[config.mk]
export PLATFORM = sky130hd
export DESIGN_NAME = seg7_reader
export DESIGN_NICKNAME = d
export VERILOG_FILES = /design/src/rtl/seg7_pkg.sv /design/src/rtl/seg7_decode.sv /design/src/rtl/seg7_reader.sv
export SDC_FILE = /design/constraint.sdc
export NUM_CORES = 1
export LEC_CHECK = 0
export CORE_ASPECT_RATIO = 0.75
export CORE_UTILIZATION = 25
export DETAILED_ROUTE_END_ITERATION = 8
export DONT_BUFFER_PORTS = 1
export PLACE_DENSITY = 0.35
export SKIP_CTS_REPAIR_TIMING = 1
export SYNTH_ARGS = -nofsm -noshare
export SYNTH_HDL_FRONTEND = slang
export SYNTH_SLANG_ARGS = --single-unit
[constraint.sdc]
create_clock -name clk -period 3.7 [get_ports clk]
set_input_delay 1.11 -clock clk [delete_from_list [all_inputs] [get_ports clk]]
set_output_delay 1.11 -clock clk [all_outputs]
set_load 0.01 [all_outputs]
[src/rtl/seg7_pkg.sv]
// Shared definitions for the 7-segment display reader: segment codes,
// FSM state encoding and digit-select helpers.
package seg7_pkg;

    localparam int NUM_DIGITS = 4;

    // Active-low segment codes, bit6=a ... bit0=g.
    localparam logic [6:0] SEG_0 = 7'b0000001;
    localparam logic [6:0] SEG_1 = 7'b1001111;
    localparam logic [6:0] SEG_2 = 7'b0010010;
    localparam logic [6:0] SEG_3 = 7'b0000110;
    localparam logic [6:0] SEG_4 = 7'b1001100;
    localparam logic [6:0] SEG_5 = 7'b0100100;
    localparam logic [6:0] SEG_6 = 7'b0100000;
    localparam logic [6:0] SEG_7 = 7'b0001111;
    localparam logic [6:0] SEG_8 = 7'b0000000;
    localparam logic [6:0] SEG_9 = 7'b0001100;
    localparam logic [6:0] SEG_A = 7'b0001000;
    localparam logic [6:0] SEG_B = 7'b1100000;
    localparam logic [6:0] SEG_C = 7'b0110001;
    localparam logic [6:0] SEG_D = 7'b1000010;
    localparam logic [6:0] SEG_E = 7'b0110000;
    localparam logic [6:0] SEG_F = 7'b0111000;

    localparam logic [6:0] SEG_BLANK = 7'b1111111;
    // The display encoder drives this pattern for both 6 and B.
    localparam logic [6:0] SEG_AMBIG = 7'b1100000;

    typedef enum logic [1:0] {
        ST_IDLE  = 2'd0,
        ST_COUNT = 2'd1,
        ST_HELD  = 2'd2
    } state_e;

    function automatic logic is_one_hot_low(input logic [NUM_DIGITS-1:0] sel);
        logic result;
        case (sel)
            4'b1110, 4'b1101, 4'b1011, 4'b0111: result = 1'b1;
            default:                            result = 1'b0;
        endcase
        return result;
    endfunction

    function automatic logic [1:0] digit_index(input logic [NUM_DIGITS-1:0] sel);
        logic [1:0] idx;
        case (sel)
            4'b1110: idx = 2'd0;
            4'b1101: idx = 2'd1;
            4'b1011: idx = 2'd2;
            4'b0111: idx = 2'd3;
            default: idx = 2'd0;
        endcase
        return idx;
    endfunction

endpackage

[src/rtl/seg7_decode.sv]
// Combinational segment-pattern decoder: maps an active-low 7-bit pattern
// to a hex value and flags legal, blank and ambiguous patterns.
module seg7_decode
    import seg7_pkg::*;
(
    input  logic [6:0] pattern_i,
    output logic [3:0] value_o,
    output logic       legal_o,
    output logic       blank_o,
    output logic       ambig_o
);

    always_comb begin
        value_o = 4'h0;
        legal_o = 1'b1;
        case (pattern_i)
            SEG_0:   value_o = 4'h0;
            SEG_1:   value_o = 4'h1;
            SEG_2:   value_o = 4'h2;
            SEG_3:   value_o = 4'h3;
            SEG_4:   value_o = 4'h4;
            SEG_5:   value_o = 4'h5;
            SEG_6:   value_o = 4'h6;
            SEG_7:   value_o = 4'h7;
            SEG_8:   value_o = 4'h8;
            SEG_9:   value_o = 4'h9;
            SEG_A:   value_o = 4'hA;
            SEG_B:   value_o = 4'hB;
            SEG_C:   value_o = 4'hC;
            SEG_D:   value_o = 4'hD;
            SEG_E:   value_o = 4'hE;
            SEG_F:   value_o = 4'hF;
            default: legal_o = 1'b0;
        endcase
    end

    assign blank_o = (pattern_i == SEG_BLANK);
    assign ambig_o = (pattern_i == SEG_AMBIG);

endmodule

[src/rtl/seg7_reader.sv]
// Reads a multiplexed 4-digit 7-segment display: synchronizes the lines,
// waits for a stable one-hot sample, then decodes and captures the digit.
module seg7_reader
    import seg7_pkg::*;
#(
    parameter int STABLE_CYCLES = 4
) (
    input  logic        clk,
    input  logic        rst_n,
    input  logic [6:0]  seg_n,
    input  logic [3:0]  dig_sel_n,
    output logic [15:0] hex,
    output logic [3:0]  dig_valid,
    output logic        upd,
    output logic [1:0]  upd_idx,
    output logic        err,
    output logic        ambig
);

    localparam logic [7:0] STABLE_Q = STABLE_CYCLES[7:0];

    logic [6:0]  seg_s1_q, seg_s2_q;
    logic [3:0]  sel_s1_q, sel_s2_q;
    logic [10:0] sample;

    state_e      state_q, state_d;
    logic [7:0]  cnt_q, cnt_d;
    logic [10:0] prev_q, prev_d;
    logic [15:0] hex_q, hex_d;
    logic [3:0]  valid_q, valid_d;
    logic        upd_q, upd_d;
    logic [1:0]  idx_q, idx_d;
    logic        err_q, err_d;
    logic        ambig_q, ambig_d;

    logic        capture;
    logic [1:0]  cap_idx;
    logic [3:0]  dec_value;
    logic        dec_legal, dec_blank, dec_ambig;

    // Two-flop synchronizer; resets to the idle (all lines high) level.
    always_ff @(posedge clk) begin
        if (!rst_n) begin
            seg_s1_q <= '1;
            seg_s2_q <= '1;
            sel_s1_q <= '1;
            sel_s2_q <= '1;
        end else begin
            seg_s1_q <= seg_n;
            seg_s2_q <= seg_s1_q;
            sel_s1_q <= dig_sel_n;
            sel_s2_q <= sel_s1_q;
        end
    end

    assign sample  = {seg_s2_q, sel_s2_q};
    assign cap_idx = digit_index(sel_s2_q);

    seg7_decode u_decode (
        .pattern_i (seg_s2_q),
        .value_o   (dec_value),
        .legal_o   (dec_legal),
        .blank_o   (dec_blank),
        .ambig_o   (dec_ambig)
    );

    always_ff @(posedge clk) begin
        if (!rst_n) begin
            state_q <= ST_IDLE;
            cnt_q   <= 8'd0;
            prev_q  <= '1;
            hex_q   <= 16'h0000;
            valid_q <= 4'b0000;
            upd_q   <= 1'b0;
            idx_q   <= 2'd0;
            err_q   <= 1'b0;
            ambig_q <= 1'b0;
        end else begin
            state_q <= state_d;
            cnt_q   <= cnt_d;
            prev_q  <= prev_d;
            hex_q   <= hex_d;
            valid_q <= valid_d;
            upd_q   <= upd_d;
            idx_q   <= idx_d;
            err_q   <= err_d;
            ambig_q <= ambig_d;
        end
    end

    // A capture fires once per stable run, on the sample that brings the
    // run length up to STABLE_CYCLES; a non-one-hot sample aborts everything.
    always_comb begin
        state_d = state_q;
        cnt_d   = cnt_q;
        prev_d  = sample;
        capture = 1'b0;

        if (!is_one_hot_low(sel_s2_q)) begin
            state_d = ST_IDLE;
            cnt_d   = 8'd0;
        end else begin
            case (state_q)
                ST_IDLE: begin
                    state_d = ST_COUNT;
                    cnt_d   = 8'd1;
                end
                ST_COUNT: begin
                    if (sample == prev_q) begin
                        cnt_d = (cnt_q == 8'hFF) ? cnt_q : cnt_q + 8'd1;
                        if (cnt_d == STABLE_Q) begin
                            capture = 1'b1;
                            state_d = ST_HELD;
                        end
                    end else begin
                        cnt_d = 8'd1;
                    end
                end
                ST_HELD: begin
                    if (sample != prev_q) begin
                        state_d = ST_COUNT;
                        cnt_d   = 8'd1;
                    end
                end
                default: begin
                    state_d = ST_IDLE;
                    cnt_d   = 8'd0;
                end
            endcase
        end
    end

    // Blank and illegal patterns both invalidate the digit but keep its nibble.
    always_comb begin
        hex_d   = hex_q;
        valid_d = valid_q;
        upd_d   = 1'b0;
        idx_d   = idx_q;
        err_d   = 1'b0;
        ambig_d = 1'b0;

        if (capture) begin
            upd_d = 1'b1;
            idx_d = cap_idx;
            if (dec_legal) begin
                hex_d[{cap_idx, 2'b00} +: 4] = dec_value;
                valid_d[cap_idx]             = 1'b1;
                ambig_d                      = dec_ambig;
            end else begin
                valid_d[cap_idx] = 1'b0;
                err_d            = !dec_blank;
            end
        end
    end

    assign hex       = hex_q;
    assign dig_valid = valid_q;
    assign upd       = upd_q;
    assign upd_idx   = idx_q;
    assign err       = err_q;
    assign ambig     = ambig_q;

endmodule

==> impl_metrics.py <==
metrics = {
    "clock_tree": {
        "clock_tree.htree_level_count": 3,
        "clock_slew_at_reported_path_ffs_ns": 0.05,
        "worstSkewPairLatency_ns": 0.33,
        "clock_root_buffer": "clkbuf_16",
        "cts-buffers-inserted": 9,
        "num_clock_sinks": 68,
        "clock_tree_from_tritoncts": "yes",
        "clock_path_buffers": 2,
    },
    "min_path": {
        "timing.hold.worst.class": "register to register",
        "min_delay_path_depth": 1,
    },
    "die": {
        "placementRows": 35,
        "floorplan.core_area_um2": 12480,
        "die_area_um2": 13450,
        "start_util_pct": 26.02,
        "die_w_um": 133.6,
        "ios": 38,
        "die_height_um": 100.7,
    },
    "routing": {
        "routed_wl_um": 7543,
        "remaining_drc_errors": 0,
        "route.antenna.remaining_nets": 0,
        "num_vias": 2365,
        "first_pass_iters": 4,
        "wire_per_inst_um": 14.62,
        "detailedRoute.firstIterationViolations": 142,
        "detail_route.vias_per_cell": 4.583,
    },
    "placed_design": {
        "hpwl_after_detailed_placement_um": 5238,
        "dp_slack_ns": 1.235,
        "routabilityCongestion": 0.7308,
        "placement.io_buffers": 0,
    },
    "sta": {
        "finalSetupTns_ns": 0,
        "timing.final.crit_share_pct": 67.39,
        "final-max-slew-violation-count": 0,
        "timing.final.crit_period_ns": 2.493,
        "slew_headroom_pct": 57.95,
        "final.setup_skew_ns": 0.008037,
        "post-route-worst-setup-slack_ns": 1.207,
        "achievable-frequency_ghz": 0.4011,
        "grt_setup_unrepaired": "false",
        "setup_viol": 0,
        "worst-slew-pin-transition_ns": 0.6253,
        "fin_hold_viols": 0,
    },
    "global_route": {
        "grt_antenna_before_repair": 0,
        "grt_overflow": 0,
        "global_route.peak_usage_layer": "met2",
        "grt_max_degree": 64,
        "first_global_vias": 2329,
        "global_route.usage.total_pct": 12.41,
        "use_met2_pct": 17.87,
        "first_pass_grt_wire_length_um": 12720,
        "grt.met3_usage_pct": 4.827,
        "grt_util_met1_pct": 16.57,
    },
    "critical_path": {
        "buf_inv_stages_crit_path": 0,
        "worst-endpoint-arrival_ns": 2.71,
        "critical_path.slowest_cell": "or4b_4",
        "ordered_cell_list_for_the_critical_path": "ha_1 -> nand2_1 -> or4b_4 -> a211oi_2 -> and4bb_4 -> nand3_4 -> mux2i_1",
        "r2r.worst_path.cells": 7,
        "timing.setup.critical_path_class": "register to register",
        "worstSetupPathDepth": 7,
        "critical_path_capture_point_type": "register",
        "worst_setup_path_start_kind": "register",
        "worstPathRequired_ns": 3.92,
        "crit_path_max_fanout": 9,
        "slowest_stage_delay_cp_ns": 0.51,
        "crit_family": "simple AND/OR/NAND/NOR gates",
    },
    "layout": {
        "drive_above_1_share_pct": 7.714,
        "layout.nets": 364,
        "area_delta_synth_final_pct": 11.18,
        "layout.core_utilization_pct": 28.92,
        "number_of_fill_cells": 1330,
        "final-seq-area_um2": 1361,
        "antenna_cell_count": 0,
        "multiInputGateArea_um2": 1755,
    },
    "synth": {
        "synth_largest_area_cell": "dfxtp_1",
        "most_used_dff_post_synth": "dfxtp_1",
        "synth_sequential_area_ratio_pct": 41.93,
        "ys_ff_latch": 68,
        "synth-edff-count": 0,
        "synth.top_cell.area_share_pct": 41.93,
        "synth_fp_nets": 376,
        "yosys_warnings": 0,
        "avg_synthesized_cell_area_um2": 9.069,
        "synth.most_common_cell": "dfxtp_1",
        "synth_area_leaders": "dfxtp_1 (42%), nand2b_1 (7.1%), mux2i_1 (6.8%)",
        "yosys-top-cells-count": "dfxtp_1 (68), nand2_1 (49), nand2b_1 (37)",
        "post_synth_num_cell_types": 55,
        "ys_async_sr_fraction_pct": 0,
        "post_synth_inst_count": 358,
        "synthesized_area_um2": 3247,
    },
    "status": {
        "outcome": "complete, no violations",
    },
    "flow_run": {
        "timing.max_cap.violations": 0,
    },
    "power_and_ir_drop": {
        "pwr_density_cell_nw_per_um2": 440.7,
        "worst_ir_drop_vdd_mv": 0.1974,
        "power_leakage_nw": 1.468,
    },
}
-- metal layers --
| layer | share of wire, % | wire length [µm] | vias up |
|---|---|---|---|
| li1 | - | - | 1208 |
| met1 | 52 | 3926 | 1103 |
| met2 | 41 | 3078 | 46 |
| met3 | 5.6 | 422 | 8 |
| met4 | 1.5 | 115 | 0 |
| met5 | 0 | 0 | - |
-- layout by cell type, fill, tap and decap left out, drive strengths merged, types with 2 or more instances in the layout --
master and count:
nand3 17, mux2i 22, inv 9, ha 5, and4b 3, o21a 2, nor4 2, dfxtp 68
or2 4, nor3 8, a31oi 5, clkbuf 12, o31ai 2, a211o 2, nor2 12, nand4 5
o22ai 2, a21oi 7, and3b 2, and4 2, nor3b 3, nand2b 37, and2 4, and3 5
a211oi 5, or3 2, xnor2 12, o22a 5, xor2 5, o21ai 6, nor4b 2, nand2 49
clkinv 3, nor2b 7
-- area by class of cell --
cell class	instances	area share, %
clock buffers	12	6.551
clock inverters	3	0.4159
inverters	9	0.9359
multi-input cells	258	48.63
flip-flops and latches	68	37.71
well taps	166	5.754
-- worst paths after layout --
kind	from	endpoint	slack, ns
setup / recovery	cnt_q[1]	hex[1]	1.21
hold / removal	seg_s1_q[5]	seg_s2_q[5]	0.40
setup reg to reg	cnt_q[1]	hex[1]	1.21
hold reg to reg	seg_s1_q[5]	seg_s2_q[5]	0.40
-- flip-flops by register name (all words and copies together), names as in the netlist, named ones only --
register / cells
ambig: 1
upd_idx: 2
err: 1
sel_s1_q: 4
hex: 16
sel_s2_q: 4
cnt_q: 8
seg_s2_q: 7
prev_q: 11
state_q: 2
upd: 1
seg_s1_q: 7
-- cells by family (layout without fill, tap and decap cells) --
| kind of cell | Yosys count | count (layout) | share of synthesized area (%) |
|---|---|---|---|
| buffers and inverters | 32 | 24 | 4.008 |
| XOR/XNOR | 17 | 17 | 4.586 |
| multiplexers | 22 | 22 | 6.782 |
| AND/OR/NAND/NOR | 169 | 169 | 30.91 |
| AO/OA/AOI/OAI | 45 | 45 | 9.865 |
| adder cells (fa/ha/maj) | 5 | 5 | 1.927 |
| flip-flops | 68 | 68 | 41.93 |
-- stage by stage --
step / total power, mW / instance area, µm² / hold slack, ns / cells
2_1_floorplan: 0.8480 / 3247 / 0.3863 / 358
3_3_place_gp: 0.8590 / 3358 / 0.3894 / 501
3_5_place_dp: 0.8575 / 3358 / 0.3921 / 501
4_1_cts: 1.629 / 3610 / 0.4092 / 516
5_1_grt: 1.666 / 3610 / 0.4151 / 516
6_report: 1.591 / 3610 / 0.4031 / 516
-- where the power goes --
group | leakage [nW] | switching (mW) | total [mW] | internal, mW
clock | 0.126 | 0.302 | 0.749 | 0.446
sequential | 0.555 | 0.0203 | 0.769 | 0.749
combinational | 0.787 | 0.0400 | 0.0729 | 0.0330
total | 1.47 | 0.363 | 1.59 | 1.23
(Power assumes the default switching activity.)
==> patch: new RTL, config.mk and constraints unchanged <==
Add an input register stage for `seg_n` and `dig_sel_n`, without a reset; this delays them by one clock.
--- a/src/rtl/seg7_reader.sv
+++ b/src/rtl/seg7_reader.sv
@@ -20,2 +20,10 @@
     localparam logic [7:0] STABLE_Q = STABLE_CYCLES[7:0];
+
+    logic [6:0] seg_n_q;
+    logic [3:0] dig_sel_n_q;
+
+    always_ff @(posedge clk) begin
+        seg_n_q     <= seg_n;
+        dig_sel_n_q <= dig_sel_n;
+    end
 
@@ -48,5 +56,5 @@
         end else begin
-            seg_s1_q <= seg_n;
+            seg_s1_q <= seg_n_q;
             seg_s2_q <= seg_s1_q;
-            sel_s1_q <= dig_sel_n;
+            sel_s1_q <= dig_sel_n_q;
             sel_s2_q <= sel_s1_q;
Function: changed (a bounded check fails within 10 cycles, from zero or initial values and one cycle with rst_n low).
==> patch against the original RTL <==
Worst hold slack got worse by 0.0017 ns. Total power rose by 22%. Final cell count fell by 0.78%. Combinational power rose by 6.6%. Synthesized area rose by 2.4%. Routed wire length rose by 0.20%. Critical path depth fell by 1. Cell area rose by 4.9%. Sequential cell count rose by 11. Worst setup slack got worse by 0.11 ns. Sequential share of layout area rose by 4.1 points. Maximum frequency fell by 4.3%. Synthesized cell count fell by 3.9%. Critical endpoint is now hex[0].
==> patch: results (changes against the original RTL) <==
Outcome = finished, final reports clean (unchanged)
Synth top cells by count = dfxtp_1, nand2b_1, nand2_1 (was dfxtp_1, nand2_1, nand2b_1)
CTS root buf = clkbuf_16 (unchanged)
Vias per cell = 4.64 (was 4.58)
Initial DRC count = 156 (was 142)
CTS max path bufs = 2 (unchanged)
Vias in the first global route = 2280 (was 2329)
CTS Buf Count = 9 (unchanged)
Clock latency on the worst-skew pair = 0.33 ns (about the same)
Ys async rst share = 0% (unchanged)
DRT Pass-1 Iters = 4 (unchanged)
First-pass GRT wire length = 12400 um (was 12700 um)
Final net count = 354 (was 364)
Hold Path Class = reg -> reg (unchanged)
Largest net degree at the start of global routing = 48 (was 64)
Number of port buffers = 0 (unchanged)
Routability cong. = 0.770 (was 0.731)
Number of H-tree levels = 3 (unchanged)
Pleak = 1.43 nW (was 1.47 nW)
DR WL/cell = 14.8 um (was 14.6 um)
CTS clk-pin slew, worst paths = 0.07 ns (was 0.05 ns)
CP Max Fanout = 11 (was 9)
Synth warn = 0 (unchanged)
Final Skew = 0.00792 ns (was 0.00804 ns)
Syn nets = 362 (was 376)
Post-route antenna net violation count = 0 (unchanged)
Max reg flops = 16 (unchanged)
Detail Placement HPWL = 5160 um (was 5240 um)
Netlist cell types = 54 (was 55)
GRT Resource Usage Total = 11.9% (was 12.4%)
Peak VDD IR = 246 uV (was 197 uV)
Synth area leaders = dfxtp_1, nand2b_1, xnor2_1 (was dfxtp_1, nand2b_1, mux2i_1)
Initial antenna violation count = 0 (unchanged)
Sequential element share of the synthesized area = 47.6% (was 41.9%)
Worst Max-Slew Pin Slew = 0.658 ns (was 0.625 ns)
Fill count = 1363 (was 1330)
Ant. Diodes = 0 (unchanged)
Layout cells sized above 1 = 8.80% (was 7.71%)
[patch: layout make-up]
cell class	count	share of cell area, %
Multi-Input combinational cell	236	42.7
Clock buffer	9	5.95
Clock inverter	7	2.71
Tap cell	171	5.65
Timing Repair Buffer	2	0.397
Inverter	8	0.793
Sequential cell	79	41.8
[patch: cells by family (layout without fill, tap and decap cells)]
logic type | after synthesis | count (layout) | synth area share, %
muxes | 7 | 7 | 2.14
DFF | 79 | 79 | 47.6
and+or+nand+nor | 141 | 141 | 24.8
buffers and inverters | 29 | 26 | 3.80
AOI/OAI and AO/OA | 64 | 64 | 14.9
xor gates and xnor gates | 19 | 19 | 5.00
adders and majority gates | 5 | 5 | 1.88
[patch: path summary, 6_finish.rpt]
kind / startpoint / end / slack, ns / depth (start not counted)
max: cnt_q[0] / hex[0] / 1.09 / 6
min: seg_n_q[3] / seg_s1_q[3] / 0.40 / 1
max reg2reg: cnt_q[0] / hex[0] / 1.09 / 6
min reg2reg: seg_n_q[3] / seg_s1_q[3] / 0.40 / 1
[patch: layer usage]
metal / vias to the layer above / wire [um] / global-route usage (%)
met5: - / 0 / 0
met4: 0 / 78 / 4.32
met3: 8 / 380 / 3.82
met2: 50 / 2940 / 16.3
met1: 1099 / 4160 / 17.1
li1: 1218 / - / -
[patch: stage by stage]
stage | cells | worst slack, ns | util, % | hold slack [ns] | instance area [um^2]
6_report | 512 | 1.09 | 29.2 | 0.401 | 3790
2_1_floorplan | 344 | 1.40 | - | 0.386 | 3330
3_3_place_gp | 496 | 1.08 | 26.7 | 0.389 | 3460
4_1_cts | 512 | 1.09 | 29.2 | 0.405 | 3790
5_1_grt | 512 | 0.870 | 29.2 | 0.418 | 3790
3_5_place_dp | 496 | 1.08 | 26.7 | 0.392 | 3460
[patch: where the power goes]
part,switching (mW),internal (mW)
clock network,0.372,0.599
logic,0.0406,0.0371
registers,0.0219,0.873
[patch: worst max-delay path, stage by stage, from the launching register on]
cell and delay, ns:
dfxtp_1 0.41, ha_1 0.27, or4b_4 0.50, a2111oi_4 0.38, and4_1 0.53, and3_1 0.32
a32o_1 0.14
